--- src/rtl/fetch_unit_pkg.sv ---
// Shared definitions for the fetch unit: widths, fetch states and jump-target table.
// The optional cycle counter is enabled with FETCH_CYCLE_CNT_EN.
package fetch_unit_pkg;

    localparam int PC_W      = 10;
    localparam int LUT_IDX_W = 5;
    localparam int OFF_W     = 6;
    localparam int CNT_W     = 16;
    localparam int LUT_DEPTH = 1 << LUT_IDX_W;

    typedef enum logic [1:0] {
        S_IDLE  = 2'd0,
        S_RUN   = 2'd1,
        S_STALL = 2'd2,
        S_HALT  = 2'd3
    } fetch_state_t;

    // Absolute jump targets; entry i holds (i+1)*16.
    localparam logic [PC_W-1:0] JUMP_LUT [LUT_DEPTH] = '{
        10'h010, 10'h020, 10'h030, 10'h040, 10'h050, 10'h060, 10'h070, 10'h080,
        10'h090, 10'h0A0, 10'h0B0, 10'h0C0, 10'h0D0, 10'h0E0, 10'h0F0, 10'h100,
        10'h110, 10'h120, 10'h130, 10'h140, 10'h150, 10'h160, 10'h170, 10'h180,
        10'h190, 10'h1A0, 10'h1B0, 10'h1C0, 10'h1D0, 10'h1E0, 10'h1F0, 10'h200
    };

endpackage

--- src/rtl/fetch_unit_jump_lut.sv ---
// Combinational jump-target ROM indexed by the instruction's target field.
module jump_lut
    import fetch_unit_pkg::*;
(
    input  logic [LUT_IDX_W-1:0] target_idx,
    output logic [PC_W-1:0]      target
);

    assign target = JUMP_LUT[target_idx];

endmodule

--- src/rtl/fetch_unit.sv ---
// Program counter and fetch sequencer (IDLE/RUN/STALL/HALT).
// Define FETCH_CYCLE_CNT_EN to add the saturating cycle_cnt output.
module fetch_unit
    import fetch_unit_pkg::*;
(
    input  logic                 Clk,
    input  logic                 Reset,
    input  logic                 start,
    input  logic                 jump_en,
    input  logic                 branch_en,
    input  logic                 halt_in,
    input  logic                 stall_req,
    input  logic [LUT_IDX_W-1:0] target_idx,
    input  logic [OFF_W-1:0]     branch_off,
    output logic [PC_W-1:0]      instr_addr,
    output logic                 instr_valid,
    output logic                 done
`ifdef FETCH_CYCLE_CNT_EN
    ,
    output logic [CNT_W-1:0]     cycle_cnt
`endif
);

    fetch_state_t    state;
    logic [PC_W-1:0] jump_target;
    logic [PC_W-1:0] branch_target;
    logic [PC_W-1:0] pc_inc;

    jump_lut u_jump_lut (
        .target_idx (target_idx),
        .target     (jump_target)
    );

    // Sign-extend the offset; the add wraps modulo 2^PC_W.
    assign branch_target = instr_addr + {{(PC_W-OFF_W){branch_off[OFF_W-1]}}, branch_off};
    assign pc_inc        = instr_addr + PC_W'(1);

    // NOTE: sequential state uses non-blocking assignments so every register
    // samples pre-edge values regardless of statement order.
    always_ff @(posedge Clk or posedge Reset) begin
        if (Reset) begin
            state       <= S_IDLE;
            instr_addr  <= '0;
            instr_valid <= 1'b0;
            done        <= 1'b0;
        end else begin
            case (state)
                S_IDLE: begin
                    if (start) begin
                        state       <= S_RUN;
                        instr_addr  <= '0;
                        instr_valid <= 1'b1;
                    end
                end
                S_RUN: begin
                    if (halt_in) begin
                        state       <= S_HALT;
                        instr_valid <= 1'b0;
                        done        <= 1'b1;
                    end else if (stall_req) begin
                        state       <= S_STALL;
                        instr_valid <= 1'b0;
                    end else if (jump_en) begin
                        instr_addr  <= jump_target;
                    end else if (branch_en) begin
                        instr_addr  <= branch_target;
                    end else begin
                        instr_addr  <= pc_inc;
                    end
                end
                S_STALL: begin
                    // The stalled instruction completes; resume at the next one.
                    if (!stall_req) begin
                        state       <= S_RUN;
                        instr_addr  <= pc_inc;
                        instr_valid <= 1'b1;
                    end
                end
                S_HALT: begin
                    if (start) begin
                        state       <= S_RUN;
                        instr_addr  <= '0;
                        instr_valid <= 1'b1;
                        done        <= 1'b0;
                    end
                end
                default: begin
                    state       <= S_IDLE;
                    instr_addr  <= '0;
                    instr_valid <= 1'b0;
                    done        <= 1'b0;
                end
            endcase
        end
    end

`ifdef FETCH_CYCLE_CNT_EN
    logic start_accepted;
    assign start_accepted = start && ((state == S_IDLE) || (state == S_HALT));

    always_ff @(posedge Clk or posedge Reset) begin
        if (Reset) begin
            cycle_cnt <= '0;
        end else if (start_accepted) begin
            cycle_cnt <= '0;
        end else if (((state == S_RUN) || (state == S_STALL)) && (cycle_cnt != '1)) begin
            cycle_cnt <= cycle_cnt + CNT_W'(1);
        end
    end
`endif

endmodule

--- config.mk ---
export PLATFORM = sky130hd
export DESIGN_NAME = fetch_unit
export DESIGN_NICKNAME = d
export VERILOG_FILES = /design/src/rtl/fetch_unit_pkg.sv /design/src/rtl/fetch_unit_jump_lut.sv /design/src/rtl/fetch_unit.sv
export SDC_FILE = /design/constraint.sdc
export NUM_CORES = 1
export LEC_CHECK = 0
export ABC_AREA = 0
export CAP_MARGIN = 20
export CORE_MARGIN = 4
export CORE_UTILIZATION = 40
export DETAILED_ROUTE_END_ITERATION = 8
export GPL_ROUTABILITY_DRIVEN = 0
export PLACE_DENSITY = 0.69
export SYNTH_ARGS = -nofsm -noshare
export SYNTH_HDL_FRONTEND = slang
export SYNTH_HIERARCHICAL = 1
export SYNTH_SLANG_ARGS = --single-unit
--- constraint.sdc ---
create_clock -name Clk -period 2.9 [get_ports Clk]
set_clock_uncertainty 0.15 [all_clocks]
set_input_delay 0.58 -clock Clk [delete_from_list [all_inputs] [get_ports Clk]]
set_output_delay 0.58 -clock Clk [all_outputs]
set_load 0.005 [all_outputs]
# Word level (Yosys, flattened, before mapping)
# Memories as Yosys holds them, arrays and structs flattened.
# Index checks and enable logic that the tools add are counted.
# classes
n_addsub	2
magnitude_cmp	1
eq_ne	10
n_mux	22
n_bitwise	1
n_reduce_logical	6
# op_table
cell	n
$mux 10	8
$pmux 10 s3	1
$add 10x1->10 const B	1
$add 10x10->10	1
$ne 2x2->1 const B	5
$mux 2	4
$ge 6x6->1 const B	1
$mux 1	6
$not 5->6	1
$pmux 2 s3	1
$reduce_and 3->1	2
$eq 2x2->1 const B	2
$reduce_and 4->1	1
$ne 3x3->1 const B	1
$pmux 1 s3	1
$eq 2x1->1 const B	1
$logic_not 2->1	1
$ne 2x1->1 const B	1
$pmux 1 s2	1
$reduce_bool 2->1	1
$reduce_or 2->1	1
# totals
register_bits	14
mem_bits_ro	320
input_bits	18
output_inout_bits	12
word_cells	47
n_memories	1
# memory_table
memory	depth	word_bits	rd	rd_clocked_by_memory_dff	wr	line_no	rtl
(name not given)	32	10	1	0	0	fetch_unit_jump_lut.sv:9	assign target = JUMP_LUT[target_idx];

# Logic depth before layout (Yosys ltp)
# logic_depth
word_depth	8
mapped_depth	8
mapped_depth_nobuf	8

# Modules after synthesis
# Netlist, hierarchy kept.
# by_module_without_submodules
mod	n_inst	cells_per_inst	area_per_inst_um2	seq_area_each_um2
fetch_unit	1	200	1541.5	350.3
jump_lut	1	16	111.4	0.0

# Least setup slack after synthesis
# Ideal clock, no wire load.
# synth_timing
path_type	in2reg
start	input port branch_off[0]
end	register instr_addr[8]
setup_ns	0.130
t_arrival_ns	2.267
t_required_ns	2.620
setup_slack_ns	0.352
cell_stages	8
path_cell_list	ha_1 fa_1 a21o_2 a221o_1 o41ai_2 xnor2_1 a31oi_1 o21ai_1
# synth_via
elab_chain_cells	6
# synth_lines
element	line_no	rtl
start, declared	fetch_unit.sv:14	input logic [OFF_W-1:0] branch_off,
$add 10x10->10	fetch_unit.sv:35	assign branch_target = instr_addr + {{(PC_W-OFF_W){branch_off[OFF_W-1]}}, branch_off};
$mux 10	fetch_unit.sv:65	end else if (branch_en) begin
$mux 10	fetch_unit.sv:63	end else if (jump_en) begin
$mux 10	fetch_unit.sv:60	end else if (stall_req) begin
$mux 10	fetch_unit.sv:56	if (halt_in) begin
$pmux 10 s3	fetch_unit.sv:47	case (state)
end signal, assigned	fetch_unit.sv:64	instr_addr <= jump_target;
end signal, assigned	fetch_unit.sv:66	instr_addr <= branch_target;
end signal, assigned	fetch_unit.sv:68	instr_addr <= pc_inc;
end, declared	fetch_unit.sv:15	output logic [PC_W-1:0] instr_addr,
# No other way between the ends. The select of a mux whose other input is x is not followed.
# A chain may end at the register's enable or synchronous reset.

# Worst setup path after layout
# Same ends and word-level chain as after synthesis.

==> key figures <==
Worst setup path
  • CP max stage cell: clkdlybuf4s50_1
  • Worst Setup EP: instr_addr[8]$_DFFE_PP0P_
  • Reg2reg end: instr_addr[8]$_DFFE_PP0P_
  • CP startpoint kind: input pin
  • Critical path's largest stage delay: ~0.40 ns
  • Critical path capture point type: flop
  • Data required, critical path: 2.89 ns
  • Worst R2R Start: instr_addr[0]$_DFFE_PP0P_
  • Worst setup path class: input pin to flop
  • Register-to-Register Path Depth: 8
  • CP bufs+invs: 1
  • Reg2Reg Setup Slack: 0.41 ns
  • Critical Path AT: 2.72 ns
  • CP Cell Sequence: clkdlybuf4s50_1 > ha_1 > fa_1 > a21o_2 > a221o_1 > o41ai_2 > xnor2_1 > a31oi_1 > o21ai_1
  • Delay-heaviest family, CP: compound AO/OA/AOI/OAI gates
  • Crit-path max FO: 2
  • Crit path from: branch_off[0]
  • Cell count along the critical path: 9

Layout
  • Fillers: 395
  • Layout cells sized above 1: 9.52%
  • Sequential cell area: 350 µm²
  • Area of the multi-input gates: 1190 µm²
  • Non-Filler Instances: 302
  • Post-route cell area: 2090 µm²
  • Antenna Cells: 0
  • Layout area overhead: 26.3%
  • Layout Nets: 287

Pwr
  • Clock share of power: about a tenth
  • Switching Fraction: 45.3%
  • Comb pwr share: 66.8%
  • Switching Power: 846 µW
  • Internal: 1020 µW
  • Max VDD drop: 0.375 mV
  • Pwr Total: 1870 µW
  • PwrDens: 895 nW/µm²
  • Part of the power in registers: 22.5%
  • Lkg Pwr: 0.000918 µW

Synth
  • Synth Register Bits: 14
  • Post-Synthesis Cells: 216
  • Post-synthesis cell area: between 1500 and 2000 µm²
  • Synth Flop Type: dfrtp_1
  • Yosys cell types: between 50 and 60
  • Ys Warns: 6
  • Post-synthesis sequential area ratio: 21.2%
  • EDFF count, synth: 0
  • Syn_area_per_cell: 7.65 µm²
  • FFs w/ async S/R, synth: 100%

STA
  • Worst-margin pin slew: 0.594 ns
  • Period utilization: around 94%
  • Max Slew Vio Count: 0
  • Post-route worst setup slack: 0.170 ns
  • RSZ-0062 raised after global routing: no
  • Final hold violation count: 0
  • Setup violators final: 0
  • Rel. slew slack: 60.3%
  • Tmin final: 2.73 ns
  • Fmax: 366 MHz

CTS
  • H-Tree Depth: 1
  • CTS tree: yes
  • CTS max path bufs: 2
  • CTS Hold Bufs: 0
  • Post CTS Setup Buffer Count: 0
  • Worst-path clk slew: roughly 0.070 ns
  • Clock latency on the worst-skew pair: ~0.25 ns
  • Total clock sinks: 14
  • PostCTS Resize Cnt: 0
  • Clock root buffer: clkbuf_8
  • Total CTS buffers: 3

Outcome
  • Status: finished clean

Route
  • Total vias in the final route: 1677
  • ANT nets after route: 0
  • DRC viols: 0
  • DR iter-0 viols: 69
  • Final wirelength: about 4400 µm
  • Vias/cell: 5.55
  • Drt pass-1 iters: 5
  • Routed WL per cell: ~15 µm

Global route
  • Largest net degree at the start of global routing: 17
  • First-pass GRT wire length: 7360 µm
  • Number of global-route vias before repair: 1566
  • Total GRT Usage: 17.6%
  • Initial antenna violation count: 0
  • GRT overflow: 0

Flow run
  • Max_cap viols: 0

Die
  • Core area: ~4000 µm²
  • Die X-Extent: about 72 µm
  • Starting Density: 41.3%
  • Row cnt: 23
  • Die Y: between 70 and 80 µm
  • IO Count: 30
  • Die area: approximately 5200 µm²

Place
  • Placed cells: 298
  • HPWL Detailed: 3330 µm
  • Cell Area, Placed: slightly above 2000 µm²
  • Worst slack, placed: -0.0783 ns
  • Port Buf Inserts: 29

Hold path
  • Hold WC Path Type: flop to flop
-- worst min path at each step --
stage / startpoint / to / slack (ns) / cells past startpoint
finish: done$_DFFE_PP0P_ / done$_DFFE_PP0P_ / 0.38 / 1
CTS: done$_DFFE_PP0P_ / done$_DFFE_PP0P_ / 0.38 / 1
global placement: instr_valid$_DFFE_PP0P_ / instr_valid$_DFFE_PP0P_ / 0.36 / 2
global route: done$_DFFE_PP0P_ / done$_DFFE_PP0P_ / 0.40 / 1
detailed placement: done$_DFFE_PP0P_ / done$_DFFE_PP0P_ / 0.36 / 1
floorplan: Reset / done$_DFFE_PP0P_ / 0.32 / 1
-- sequential cells by signal (all words and copies together), names as in the netlist --
register     count
done             1
instr_addr      10
instr_valid      1
state            2
-- stage by stage --
step	hold WS (ns)	setup TNS, ns	util (%)
CTS	0.382	0	52.2
finish	0.383	0	52.2
global route	0.401	0	52.2
global placement	0.362	-0.0625	50.8
detailed placement	0.358	-0.132	50.8
floorplan	0.319	0	-
-- synthesized netlist by cell type, types with 3 or more instances --
cell	number	area (µm²)
and3_1	6	37.5
nor2_1	25	93.8
a31oi_1	5	31.3
nor3_1	3	15.0
nand3_1	4	20.0
a211oi_1	4	30.0
clkbuf_1	7	26.3
dfrtp_1	14	350
inv_1	9	33.8
a21oi_1	20	100
buf_6	3	33.8
xor2_1	6	52.6
buf_4	4	30.0
ha_1	15	188
o21ai_0	26	130
nand2_1	16	60.1
xnor2_1	9	78.8
-- per-layer routing --
layer | vias up | GRT usage, % | wire length [µm]
met3 | 2 | 3.60 | 254
met4 | 0 | 2.51 | 8
met1 | 781 | 23.7 | 2030
met5 | - | 0 | 0
li1 | 850 | - | -
met2 | 44 | 29.7 | 2130
-- cells by family after synthesis --
logic type,synth area share (%)
AO/OA/AOI/OAI,29.8
AND/OR/NAND/NOR,20.1
buffers and inverters,7.49
adder cells (fa/ha/maj),12.6
XOR/XNOR,7.95
flip-flops,21.2
other,0.227
multiplexers,0.606
-- layout make-up --
class                           count  area share [%]
Inverter                            9            1.62
Tap cell                           50            3.00
Clock buffer                        4            2.64
Timing Repair Buffer               43            18.9
Multi-Input combinational cell    182            57.0
Sequential cell                    14            16.8
-- worst register-to-register path, cell delays in order, from the launching register on --
cell and delay (ns):
dfrtp_1 0.47, ha_1 0.25, fa_1 0.40, a21o_2 0.22
a221o_1 0.33, o41ai_2 0.24, xnor2_1 0.10, a31oi_1 0.17
o21ai_1 0.07
-- layout by cell type, fill, tap and decap left out, drive strengths merged, types with 6 or more instances in the layout --
master,count
inv,9
ha,15
buf,14
nor2,25
nand2,16
clkdlybuf4s50,29
o21ai,28
and3,6
dfrtp,14
xnor2,9
xor2,6
a21oi,21
-- power groups by stage --
stage / registers, µW / logic (µW) / clock network (µW)
3_3_place_gp: 424 / 1220 / 0
5_1_grt: 440 / 1400 / 212
3_5_place_dp: 424 / 1240 / 0
4_1_cts: 421 / 1250 / 203
2_1_floorplan: 395 / 797 / 0
6_report: 420 / 1250 / 201
(Power assumes the default switching activity.)
